**config.mk**
```make
export PLATFORM = sky130hd
export DESIGN_NAME = id_token_tracker
export DESIGN_NICKNAME = d
export VERILOG_FILES = /design/src/rtl/id_token_tracker.sv
export SDC_FILE = /design/constraint.sdc
export NUM_CORES = 1
export LEC_CHECK = 0
export BUFFER_PORTS_ARGS = -buffer_cell sky130_fd_sc_hd__buf_4
export CAP_MARGIN = 20
export CORE_UTILIZATION = 30
export CTS_CLUSTER_DIAMETER = 60
export CTS_CLUSTER_SIZE = 12
export DETAILED_ROUTE_END_ITERATION = 10
export GPL_ROUTABILITY_DRIVEN = 0
export GPL_TIMING_DRIVEN = 0
export PLACE_DENSITY = 0.45
export SLEW_MARGIN = 40
export SYNTH_ARGS = -nofsm -noshare
export SYNTH_HDL_FRONTEND = slang
export SYNTH_SLANG_ARGS = --single-unit
```
**constraint.sdc**
```tcl
create_clock -name clk -period 3.71 [get_ports clk]
set_clock_uncertainty 0.2 [all_clocks]
set_input_delay 0.371 -clock clk [delete_from_list [all_inputs] [get_ports clk]]
set_output_delay 0.371 -clock clk [all_outputs]
set_load 0.005 [all_outputs]
```
**src/rtl/id_token_tracker.sv**
```systemverilog
// Identifier token tracker: watches the recognizer's char/match stream, counts
// completed tokens, tracks the longest one and queues token lengths for a host.
module id_token_tracker #(
  parameter int unsigned COUNT_W        = 16,
  parameter int unsigned LEN_FIFO_DEPTH = 4
) (
  input  logic               clk,
  input  logic               reset,
  input  logic [7:0]         char,
  input  logic               match,
  input  logic               rd_en,
  output logic               tok_pulse,
  output logic [COUNT_W-1:0] tok_count,
  output logic [7:0]         max_len,
  output logic [7:0]         len_data,
  output logic               len_valid,
  output logic               overflow
);

  localparam int unsigned AW = (LEN_FIFO_DEPTH > 1) ? $clog2(LEN_FIFO_DEPTH) : 1;

  logic [7:0]  run_len;
  logic [7:0]  mem [LEN_FIFO_DEPTH];
  logic [AW:0] wr_ptr;
  logic [AW:0] rd_ptr;
  logic [AW:0] occ;
  logic        is_alnum;
  logic        tok_end;
  logic        fifo_empty;
  logic        fifo_full;
  logic        do_pop;
  logic        do_push;

  // Character classification and FIFO handshake decode
  always_comb begin
    is_alnum   = ((char >= 8'h41) && (char <= 8'h5A)) ||
                 ((char >= 8'h61) && (char <= 8'h7A)) ||
                 ((char >= 8'h30) && (char <= 8'h39));
    tok_end    = match && !is_alnum;
    occ        = wr_ptr - rd_ptr;
    fifo_empty = (wr_ptr == rd_ptr);
    fifo_full  = (occ == (AW+1)'(LEN_FIFO_DEPTH));
    do_pop     = rd_en && !fifo_empty;
    // A full FIFO still accepts a push when the head leaves on the same edge
    do_push    = tok_end && (!fifo_full || do_pop);
  end

  // Run length, token statistics and FIFO pointers
  always_ff @(posedge clk) begin
    if (reset) begin
      run_len   <= 8'd0;
      tok_pulse <= 1'b0;
      tok_count <= '0;
      max_len   <= 8'd0;
      wr_ptr    <= '0;
      rd_ptr    <= '0;
      overflow  <= 1'b0;
    end else begin
      if (is_alnum) begin
        if (run_len != 8'hFF) run_len <= run_len + 8'd1;
      end else begin
        run_len <= 8'd0;
      end
      tok_pulse <= tok_end;
      if (tok_end) begin
        if (tok_count != {COUNT_W{1'b1}}) tok_count <= tok_count + COUNT_W'(1);
        if (run_len > max_len) max_len <= run_len;
        if (!do_push) overflow <= 1'b1;
      end
      if (do_push) wr_ptr <= wr_ptr + (AW+1)'(1);
      if (do_pop)  rd_ptr <= rd_ptr + (AW+1)'(1);
    end
  end

  // Length storage; contents are only visible through the pointers
  always_ff @(posedge clk) begin
    if (do_push && !reset) mem[wr_ptr[AW-1:0]] <= run_len;
  end

  assign len_valid = !fifo_empty;
  assign len_data  = fifo_empty ? 8'd0 : mem[rd_ptr[AW-1:0]];

endmodule

```
==> run_results.csv, run 1 <==
group,metric,value,unit
detailed_routing,vias,2568,
detailed_routing,viasPerCell,4.920,
critical_path,timing.critical_path.cells,"inv_1, ha_1, nand3_1, clkbuf_1, and2_1, buf_4",
logic_synthesis,yosysMostFrequentCell,"sky130_fd_sc_hd__dfxtp_1",
timing,worst_slew_pin_slew,572.3,ps
detailed_routing,drc_errors,0,
logic_synthesis,synthesis_warning_total,0,
cells_and_area,num-nets-final,403,
cells_and_area,drive_gt1_share,21.90,%
cts,post-cts-setup-buffers,0,
cts,clk_root_buffer_cell,"sky130_fd_sc_hd__clkbuf_16",
detailed_routing,initialDrtViolationCount,116,
logic_synthesis,ys_seq_area_share,51.37,%
critical_path,critPathTopFamily,"buffers and inverters",
critical_path,reg2regPathDepth,7,
logic_synthesis,synth_top_area_share,27.40,%
detailed_routing,antenna_left,0,
global_routing,first_pass_grt_wire_length,12740,µm
cts,cts-buffers-inserted,9,
logic_synthesis,synth.area.mux_share,9.311,%
cells_and_area,finalInstanceArea,4352,µm²
critical_path,worst_path_largest_cell_delay,370,ps
cts,cts.sinks,74,
cts,cts_hold_buf,0,
logic_synthesis,postSynthRegisterBits,74,
detailed_routing,first_pass_iters,4,
critical_path,crit_fanout,10,
logic_synthesis,synth.top_cells.by_area,"sky130_fd_sc_hd__edfxtp_1, sky130_fd_sc_hd__dfxtp_1, sky130_fd_sc_hd__ha_1",
logic_synthesis,ys_async_sr_fraction,0,%
global_routing,antenna_found_initial,0,
timing,setup-tns-final,0,ps
cts,ctsHtreeMaxLevel,3,
floorplan,row_count,39,
timing,final_min_period_over_clock_period,67.21,%
timing,finalCriticalPeriod,2494,ps
critical_path,critPathArrivalTime,1920,ps
global_routing,total_routing_usage_reported_by_global_routing,14.02,%
critical_path,crit_path_end_kind,"output port",
floorplan,chipHeight,110.1,µm
global_routing,maximum_number_of_pins_on_one_net_before_global_route_repair,14,
critical_path,critPathBufInv,3,
timing,unrepaired_setup_endpoints_after_global_routing,"no",
timing,max_transition_margin,61.85,%
floorplan,initial_utilization,30.71,%
logic_synthesis,synth_top_cell_by_area,"sky130_fd_sc_hd__edfxtp_1",
cts,cts_tree,"built",
timing,report.final.hold_viol_count,0,
logic_synthesis,post_synthesis_cell_count,317,
logic_synthesis,dominantRegCellSynth,"sky130_fd_sc_hd__dfxtp_1",
logic_synthesis,synth-adder-area-share,6.065,%
global_routing,overflow,0,
floorplan,core_area,11420,µm²
critical_path,critical_path_required,3140,ps
detailed_routing,drt_wl_total,7639,µm
cts,clk_pin_slew,60,ps
logic_synthesis,combinational_family_with_the_most_area_after_synthesis,"simple AND/OR/NAND/NOR gates",
logic_synthesis,syn_nets,346,
run,maxCapViolCount,0,
pwr,power.ir.vdd_worst,0.0001550,V
cts,clock_path_buffers,2,
logic_synthesis,netlist_top_cells_count,"sky130_fd_sc_hd__dfxtp_1, sky130_fd_sc_hd__edfxtp_1, sky130_fd_sc_hd__nand2_1, sky130_fd_sc_hd__nor2_1, sky130_fd_sc_hd__a21oi_1",
timing,finalSetupViolations,0,
logic_synthesis,synth_edf_count,32,
logic_synthesis,post_synth_xor_area_fraction,1.498,%
logic_synthesis,synth_cell_types,46,
outcome,outcome,"completed",
floorplan,ioPinCount,47,
global_routing,grt_pass1_vias,2461,
worst_hold_path,hp-class,"input port to flip-flop",
pwr,power_per_cell_area,490.9,nW/µm²
place,io_buffers,46,
cts,cts-resized-gates,0,
pwr,power.leakage,1.601,nW
timing,final-max-slew-violation-count,0,
critical_path,crit_type,"flip-flop to output port",
place,place_hpwl,5246,µm
logic_synthesis,synth_simple_gate_area_share,18.69,%
cells_and_area,num_antenna_cells,0,
detailed_routing,drt-wirelength-per-cell,14.63,µm
logic_synthesis,synth-compound-area-share,9.240,%
critical_path,critPathSlowestCell,"sky130_fd_sc_hd__dfxtp_1",
worst_hold_path,worstHoldPathCells,3,
place,placed_area,4031,µm²
floorplan,total_die_area,12130,µm²
logic_synthesis,synthesis.area_per_instance,11.06,µm²
cts,clk-insertion-delay-late,330,ps
critical_path,cp-start-kind,"flip-flop",
timing,clock.fmax,401.0,MHz
critical_path,path_depth,6,
logic_synthesis,synthesis.area,3507,µm²
floorplan,floorplan.die.width,110.1,µm
cells_and_area,area_growth_syn_to_layout,24.08,%
state kept, by name (all words and copies together), names as in the netlist, named ones only:
register / count
mem: 32
overflow: 1
tok_count: 16
tok_pulse: 1
run_len: 8
max_len: 8
rd_ptr: 3
wr_ptr: 3
worst register-to-register path: stages (launching register included):
cell	delay, ps
sky130_fd_sc_hd__dfxtp_1	370
sky130_fd_sc_hd__inv_1	100
sky130_fd_sc_hd__ha_1	190
sky130_fd_sc_hd__nor2b_1	130
sky130_fd_sc_hd__and2_1	160
sky130_fd_sc_hd__o211a_1	250
sky130_fd_sc_hd__nor3_1	270
sky130_fd_sc_hd__and2_1	470
path summary, 6_finish.rpt:
kind,from,endpoint,slack (ps)
min reg2reg,max_len[5],max_len[5],270
max,wr_ptr[0],len_data[1],1220
max reg2reg,wr_ptr[0],mem[0][1],1220
min,rd_en,flip-flop,150
placed cells by master, fill, tap and decap left out, drive strengths merged, types with 6 or more instances in the layout:
cell / n
a21oi: 18
o31ai: 8
nand3: 17
mux4: 8
edfxtp: 32
nor3: 6
nor2: 21
buf: 53
and2: 15
or4: 9
inv: 15
dfxtp: 42
clkbuf: 15
ha: 17
nand2: 28
mux2i: 9
area by class of cell:
cell class / count / area (µm²)
buffer: 12 / 73.82
fill: 1163 / 7067
multi-input combinational: 215 / 1572
inverter: 16 / 60.06
sequential: 74 / 1802
tap: 143 / 178.9
timing repair buffer: 46 / 345.3
clock buffer: 10 / 229.0
clock inverter: 6 / 91.34
metal layers:
layer | vias up | routed length, µm | GRT usage [%] | part of all wire (%)
met3 | 9 | 297 | 3.586 | 3.9
met4 | 0 | 119 | 5.075 | 1.6
met2 | 52 | 3443 | 20.98 | 45
met1 | 1220 | 3779 | 19.49 | 49
li1 | 1287 | - | - | -
met5 | - | 0 | 0 | 0
where the power goes:
part | leakage (nW) | switching (mW) | internal (mW)
combinational | 0.793 | 0.149 | 0.159
sequential | 0.651 | 0.0174 | 0.873
clock | 0.157 | 0.346 | 0.591
total | 1.60 | 0.513 | 1.62
kinds of logic (layout without fill, tap and decap cells):
family | count (synthesis) | in the layout
simple gates | 123 | 123
flops | 74 | 74
compound gates | 47 | 47
buf+inv | 28 | 90
mux | 22 | 22
fa+ha+maj | 17 | 17
xor+xnor | 6 | 6
metrics by stage:
stage / hold WS, ps / utilization, % / instances / setup WS, ps / total power, mW
finish: 149.6 / 38.11 / 522 / 1216 / 2.136
global route: 155.3 / 38.11 / 522 / 951.7 / 2.240
CTS: 144.9 / 38.11 / 522 / 1143 / 2.172
detailed placement: 267.2 / 35.31 / 506 / 1172 / 1.225
global placement: 259.3 / 35.31 / 506 / 1182 / 1.220
floorplan: 260.4 / - / 317 / 1543 / 1.097
Power figures use the tool's default switching activity.
==> inputs of run 2 (changes only) <==
--- a/config.mk
+++ b/config.mk
@@ -13,7 +13,7 @@
 export DETAILED_ROUTE_END_ITERATION = 10
 export GPL_ROUTABILITY_DRIVEN = 0
 export GPL_TIMING_DRIVEN = 0
-export PLACE_DENSITY = 0.45
+export PLACE_DENSITY = 0.47
 export SLEW_MARGIN = 40
 export SYNTH_ARGS = -nofsm -noshare
 export SYNTH_HDL_FRONTEND = slang
==> constraint.sdc (replaced) <==
create_clock -name clk -period 2.13 [get_ports clk]
set_clock_uncertainty 0.2 [all_clocks]
set_input_delay 0.213 -clock clk [delete_from_list [all_inputs] [get_ports clk]]
set_output_delay 0.213 -clock clk [all_outputs]
set_load 0.005 [all_outputs]
==> run 2 against run 1 <==
  * Core utilization increased by 1.2 points
  * Flip-flop and latch count unchanged
  * First-iteration DRC count fell by 11%
  * Via count up 2.2%
  * Sequential share of layout area is 0.84 points lower
  * Combinational power increased by 100%
  * Highest routed layer unchanged
==> run_results.csv, run 2 (synthesis results as in run 1) <==
group,metric,value,unit
outcome,outcome,"completed",
detailed_routing,vias,2625,
pwr,power.ir.vdd_worst,0.0003367,V
critical_path,r2r_setup_slack,30,ps
detailed_routing,first_pass_iters,4,
cells_and_area,fin_cells,528,
timing,clock.fmax,475.7,MHz
critical_path,crit_fanout,6,
global_routing,overflow,0,
cts,clock_path_buffers,2,
critical_path,reg2regPathDepth,5,
run,maxCapViolCount,0,
critical_path,critical_path_required,2150,ps
timing,setup-tns-final,0,ps
cells_and_area,num-nets-final,409,
critical_path,launching_point_of_the_worst_reg2reg_path,"tok_count[3]",
pwr,power.share.combinational,16.8,%
cts,clk_pin_slew,60,ps
detailed_routing,drc_errors,0,
cells_and_area,area_growth_syn_to_layout,27.97,%
timing,max_transition_margin,61.08,%
place,io_buffers,46,
global_routing,antenna_found_initial,0,
pwr,power.leakage,1.643,nW
cts,clk-insertion-delay-late,330,ps
pwr,intPower,2.780,mW
floorplan,initial_utilization,30.71,%
critical_path,timing.critical_path.cells,"and4_4, and3_4, o211ai_1, nor4_1, mux2_1",
cts,cts.sinks,74,
global_routing,total_routing_usage_reported_by_global_routing,13.93,%
cts,cts-buffers-inserted,9,
pwr,power_per_cell_area,821.6,nW/µm²
cells_and_area,largest_register_ffs,32,
timing,report.final.hold_viol_count,0,
detailed_routing,antenna_left,0,
critical_path,critPathBufInv,0,
timing,final_min_period_over_clock_period,98.70,%
critical_path,r2r_end,"tok_count[15]",
global_routing,grt_pass1_vias,2475,
global_routing,first_pass_grt_wire_length,12490,µm
pwr,switching_part_of_the_total_power,24.62,%
pwr,sequentialPowerShare,42.3,%
global_routing,maximum_number_of_pins_on_one_net_before_global_route_repair,14,
critical_path,crit_type,"flip-flop to flip-flop",
critical_path,crit_path_end_kind,"flip-flop",
cells_and_area,leading_cell_type_in_the_layout_fill_and_taps_excluded,"sky130_fd_sc_hd__buf_4",
critical_path,critPathArrivalTime,2120,ps
floorplan,total_die_area,12130,µm²
pwr,switching_power,0.9077,mW
timing,worst_slew_pin_slew,583.7,ps
critical_path,worst_path_largest_cell_delay,390,ps
timing,finalSetupViolations,0,
critical_path,critPathSlowestCell,"sky130_fd_sc_hd__nor4_1",
cells_and_area,drive_gt1_share,30.91,%
floorplan,core_area,11420,µm²
place,place_hpwl,5303,µm
cts,ctsHtreeMaxLevel,3,
cells_and_area,filler_cell_count_in_the_final_layout,1142,
floorplan,ioPinCount,47,
timing,finalHoldWorstSlack,70.96,ps
cts,cts_tree,"built",
critical_path,path_depth,5,
critical_path,cp-start-kind,"flip-flop",
timing,final-max-slew-violation-count,0,
timing,unrepaired_setup_endpoints_after_global_routing,"yes",
critical_path,setup.worst_path.start,"tok_count[3]",
cells_and_area,num_antenna_cells,0,
timing,finalCriticalPeriod,2102,ps
floorplan,floorplan.die.width,110.1,µm
worst_hold_path,hp-class,"input port to flip-flop",
floorplan,chipHeight,110.1,µm
floorplan,row_count,39,
detailed_routing,initialDrtViolationCount,103,
critical_path,critPathTopFamily,"simple AND/OR/NAND/NOR gates",
cells_and_area,most-common-layout-cells,"sky130_fd_sc_hd__buf_4, sky130_fd_sc_hd__edfxtp_1, sky130_fd_sc_hd__nand2_1, sky130_fd_sc_hd__dfxtp_1, sky130_fd_sc_hd__nor2_1",
detailed_routing,viasPerCell,4.972,
detailed_routing,drt_wl_total,7881,µm
pwr,share_clk_of_total_power,40.8,%
detailed_routing,drt-wirelength-per-cell,14.93,µm
place,dpl.cell_count,506,
cells_and_area,utilization_after_layout,39.31,%
critical_path,worst_setup_path_endpoint,"tok_count[15]",
cts,clk_root_buffer_cell,"sky130_fd_sc_hd__clkbuf_16",
## run 2: cell count changes in the layout (fill, tap and decap cells not counted), sizes merged
cell	delta
dlygate4sd3	+1
buf	+7
clkbuf	-2
bufinv	-1
clkinvlp	+1
## run 2: timing repair
action,CTS,global route
endpoints found under the hold margin,2,0
hold buffers,1,0
resized for setup,18,22
endpoints found under the setup margin,55,60
buffers inserted,3,3
pin swaps,4,6
## run 2: area by class of cell
cell class	count	area, µm²	area share [%]
flip-flops and latches	74	1821	40.56
multi-input cells	215	1635	36.44
repair buffers	53	412.9	9.200
clock buffers	10	229.0	5.102
well taps	143	178.9	3.987
plain buffers	11	83.83	1.868
clock inverters	6	67.56	1.505
inverters	16	60.06	1.338
## run 2: worst min-delay path by stage
stage | startpoint | to | slack [ps] | cells after the start
after CTS | reset | tok_count[15] | 70 | 3
after global routing | reset | wr_ptr[2] | 100 | 3
after floorplan | rd_en | flip-flop | 190 | 2
after detailed placement | max_len[2] | max_len[2] | 270 | 2
final | reset | tok_count[15] | 70 | 3
after global placement | max_len[5] | max_len[5] | 260 | 2
## run 2: worst reg2reg max path, delay by kind of cell (launching register included)
family / cells / cell delay (ps)
AO/OA/AOI/OAI: 1 / 180
flip-flops: 1 / 380
multiplexers: 1 / 350
AND/OR/NAND/NOR: 3 / 860
## run 2: metal layers
layer / routed length, µm / vias to the layer above / GRT usage, %
li1: - / 1307 / -
met1: 3714 / 1259 / 17.83
met2: 3736 / 48 / 21.92
met3: 272 / 11 / 4.115
met4: 158 / 0 / 5.827
met5: 0 / - / 0
## run 2: through the flow
step | power (mW) | worst slack [ps] | instance area, µm²
global route | 3.868 | -46.62 | 4488
floorplan | 1.911 | 38.58 | 3512
finish | 3.687 | 27.75 | 4488
detailed placement | 2.132 | -297.5 | 4036
global placement | 2.125 | -266.9 | 4036
CTS | 3.714 | 2.028 | 4418
## run 2: power by group through the flow
| stage | clock network, mW | logic, mW | registers, mW |
|---|---|---|---|
| 3_3_place_gp | 0 | 0.544 | 1.58 |
| 6_report | 1.51 | 0.621 | 1.56 |
| 2_1_floorplan | 0 | 0.339 | 1.57 |
| 5_1_grt | 1.60 | 0.698 | 1.57 |
| 3_5_place_dp | 0 | 0.551 | 1.58 |
| 4_1_cts | 1.55 | 0.605 | 1.56 |
==> inputs of run 3 (changes only) <==
--- a/config.mk
+++ b/config.mk
@@ -5,6 +5,7 @@
 export SDC_FILE = /design/constraint.sdc
 export NUM_CORES = 1
 export LEC_CHECK = 0
+export ABC_AREA = 1
 export BUFFER_PORTS_ARGS = -buffer_cell sky130_fd_sc_hd__buf_4
 export CAP_MARGIN = 20
 export CORE_UTILIZATION = 30
@@ -13,7 +14,7 @@
 export DETAILED_ROUTE_END_ITERATION = 10
 export GPL_ROUTABILITY_DRIVEN = 0
 export GPL_TIMING_DRIVEN = 0
-export PLACE_DENSITY = 0.47
+export PLACE_DENSITY = 0.46
 export SLEW_MARGIN = 40
 export SYNTH_ARGS = -nofsm -noshare
 export SYNTH_HDL_FRONTEND = slang
==> run 3 against run 2 <==
  * Power rose by 39%
  * Global-route usage up 0.73 points
  * Flip-flop and latch count stayed put
  * Final cell count grew 33%
  * Fmax is 4.2% higher
  * Critical path depth grew 6
  * Core utilization hardly changed
  * Critical path type unchanged
  * Largest power group is now combinational logic
==> run_results.csv, run 3 <==
group,metric,value,unit
cells_and_area,area_growth_syn_to_layout,25.76,%
cells_and_area,most-common-layout-cells,"sky130_fd_sc_hd__nand2_1, sky130_fd_sc_hd__nor2_1, sky130_fd_sc_hd__inv_1, sky130_fd_sc_hd__buf_4",
logic_synthesis,synth_edf_count,32,
timing,report.final.hold_viol_count,0,
cells_and_area,largest_register_ffs,32,
cts,clk_pin_slew,60,ps
global_routing,maximum_number_of_pins_on_one_net_before_global_route_repair,14,
critical_path,crit_path_end_kind,"flip-flop",
global_routing,grt_pass1_vias,2967,
cts,ctsHtreeMaxLevel,3,
floorplan,row_count,40,
floorplan,chipHeight,114.6,µm
detailed_routing,antenna_left,0,
logic_synthesis,synth.top_cells.by_area,"sky130_fd_sc_hd__edfxtp_1, sky130_fd_sc_hd__dfxtp_1, sky130_fd_sc_hd__nand2_1",
cts,cts_tree,"built",
floorplan,initial_utilization,31.28,%
detailed_routing,drt-wirelength-per-cell,12.56,µm
timing,final-max-slew-violation-count,0,
logic_synthesis,postSynthRegisterBits,74,
cells_and_area,register_area,1810,µm²
cts,cts-buffers-inserted,9,
detailed_routing,drt_wl_total,8839,µm
logic_synthesis,synthesis.area_per_instance,8.059,µm²
timing,postLayoutSetupSlackWorst,112.5,ps
global_routing,overflow,0,
cts,clk-insertion-delay-late,330,ps
timing,finalSetupViolations,0,
cells_and_area,filler_cell_count_in_the_final_layout,1273,
pwr,power.share.combinational,38.2,%
detailed_routing,initialDrtViolationCount,145,
critical_path,critPathArrivalTime,1860,ps
logic_synthesis,post_synthesis_cell_count,472,
logic_synthesis,syn_nets,501,
logic_synthesis,ys_async_sr_fraction,0,%
logic_synthesis,synth_top_area_share,25.26,%
pwr,switching_part_of_the_total_power,36.05,%
logic_synthesis,synth_cell_types,33,
floorplan,floorplan.die.width,114.6,µm
detailed_routing,vias,3178,
global_routing,total_routing_usage_reported_by_global_routing,14.66,%
timing,worst_slew_pin_slew,522.6,ps
logic_synthesis,synthesis_warning_total,0,
floorplan,core_area,12160,µm²
global_routing,gr-max-usage-layer,"met2",
timing,max_transition_margin,65.16,%
pwr,intPower,3.279,mW
cells_and_area,num-nets-final,560,
global_routing,grtUsageMet1,19.35,%
cts,cts.sinks,74,
timing,setup-tns-final,0,ps
run,maxCapViolCount,0,
cells_and_area,num_antenna_cells,0,
critical_path,timing.critical_path.cells,"inv_1, ha_1, nand2_1, nand2_1, inv_1, nand2_1, nand2_1, nand2_4, nand2_4, nor2_4, buf_12",
place,io_buffers,45,
logic_synthesis,yosysMostFrequentCell,"sky130_fd_sc_hd__nand2_1",
place,place_hpwl,6488,µm
critical_path,cp-start-kind,"flip-flop",
critical_path,critical_path_required,1980,ps
timing,final_min_period_over_clock_period,94.72,%
floorplan,ioPinCount,47,
pwr,share_clk_of_total_power,27.1,%
pwr,power.leakage,1.871,nW
cts,clk_root_buffer_cell,"sky130_fd_sc_hd__clkbuf_16",
global_routing,first_pass_grt_wire_length,14820,µm
logic_synthesis,dominantRegCellSynth,"sky130_fd_sc_hd__dfxtp_1",
global_routing,groute.layer.met2.usage,23.47,%
timing,unrepaired_setup_endpoints_after_global_routing,"no",
pwr,sequentialPowerShare,34.7,%
critical_path,crit_type,"flip-flop to flip-flop",
logic_synthesis,synthesis.area,3804,µm²
critical_path,most_used_cell_cp,"sky130_fd_sc_hd__nand2_1",
logic_synthesis,ys_seq_area_share,47.37,%
detailed_routing,first_pass_iters,4,
timing,finalCriticalPeriod,2017,ps
cells_and_area,leading_cell_type_in_the_layout_fill_and_taps_excluded,"sky130_fd_sc_hd__nand2_1",
cells_and_area,drive_gt1_share,21.64,%
global_routing,antenna_found_initial,0,
cells_and_area,multiInputGateArea,1777,µm²
place,pre_cts_ws,-484.2,ps
pwr,power_per_cell_area,1072,nW/µm²
pwr,switching_power,1.849,mW
critical_path,worst_path_largest_cell_delay,340,ps
detailed_routing,viasPerCell,4.514,
global_routing,globalRouteMet3Util,3.547,%
critical_path,critPathSlowestCell,"sky130_fd_sc_hd__dfxtp_1",
worst_hold_path,hp-class,"input port to flip-flop",
cts,clock_path_buffers,2,
detailed_routing,drc_errors,0,
floorplan,total_die_area,13130,µm²
timing,clock.fmax,495.7,MHz
logic_synthesis,synth_top_cell_by_area,"sky130_fd_sc_hd__edfxtp_1",
pwr,power.ir.vdd_worst,0.0003115,V
logic_synthesis,netlist_top_cells_count,"sky130_fd_sc_hd__nand2_1, sky130_fd_sc_hd__nor2_1, sky130_fd_sc_hd__inv_1, sky130_fd_sc_hd__dfxtp_1, sky130_fd_sc_hd__a21oi_1",
outcome,outcome,"completed",
critical_path,crit_fanout,8,
run 3: cell types whose count changed after synthesis, sizes merged, moves of 5 or more:
| cell | delta |
|---|---|
| or4 | -9 |
| and2 | -15 |
| nor2 | +63 |
| a21oi | +20 |
| nor2b | -5 |
| o21ai | +17 |
| nand4 | +7 |
| inv | +42 |
| mux2i | -9 |
| nand2 | +73 |
| mux2 | -5 |
| mux4 | -8 |
| o31ai | -8 |
| nand3 | +17 |
run 3: critical path: cells and delay by family (launching register included):
family | cells | cell delay (ps)
adders and majority gates | 1 | 300
buffers and inverters | 3 | 250
and+or+nand+nor | 7 | 640
DFF | 1 | 340
run 3: worst paths after layout:
kind | startpoint | to | slack (ps) | depth (start not counted)
max | rd_ptr[1] | mem[3][5] | 110 | 11
min reg2reg | overflow | overflow | 280 | 2
min | rd_en | flip-flop | 60 | 3
max reg2reg | rd_ptr[1] | mem[3][5] | 110 | 11
run 3: cell families after synthesis:
kind of cell | Yosys count | share of synthesized area, %
buffers and inverters | 69 | 7.566
AOI/OAI and AO/OA | 63 | 8.553
xor gates and xnor gates | 10 | 2.303
DFF | 74 | 47.37
adders and majority gates | 17 | 5.592
and+or+nand+nor | 239 | 28.62
run 3: final cells by class:
class,count,share of cell area (%)
clock inverters,6,0.9155
well taps,168,4.394
repair buffers,51,9.103
clock buffers,10,4.787
flip-flops and latches,74,37.85
plain buffers,9,1.282
inverters,57,4.525
multi-input cells,329,37.14
run 3: metrics by stage:
stage	power [mW]	utilization, %	hold WS, ps	instance area (µm²)	cells
finish	5.128	39.33	56.22	4783	704
global route	5.532	39.33	72.69	4783	704
CTS	5.141	39.15	47.87	4761	705
detailed placement	3.534	35.78	244.3	4352	685
global placement	3.511	35.78	245.4	4352	685
floorplan	2.879	-	97.12	3804	472
run 3: power groups by stage:
stage                     clock [mW]  sequential (mW)  combinational [mW]
final                           1.39             1.78                1.96
after CTS                       1.44             1.78                1.92
after global placement             0             1.75                1.76
after floorplan                    0             1.74                1.14
after global routing            1.50             1.81                2.22
after detailed placement           0             1.75                1.78
run 3: repair_timing:
action / CTS / global route
pin swaps: 5 / 1
endpoints found under the setup margin: 48 / 49
cloned: 0 / 0
endpoints found under the hold margin: 1 / 0
buffers inserted: 5 / 0
hold buffers: 1 / 0
gates resized for setup: 14 / 12
run 3: routing by layer:
metal / wire length (µm) / share of wire, %
met5: 0 / 0
met4: 55 / 0.62
met3: 270 / 3.1
met2: 4081 / 46
met1: 4431 / 50
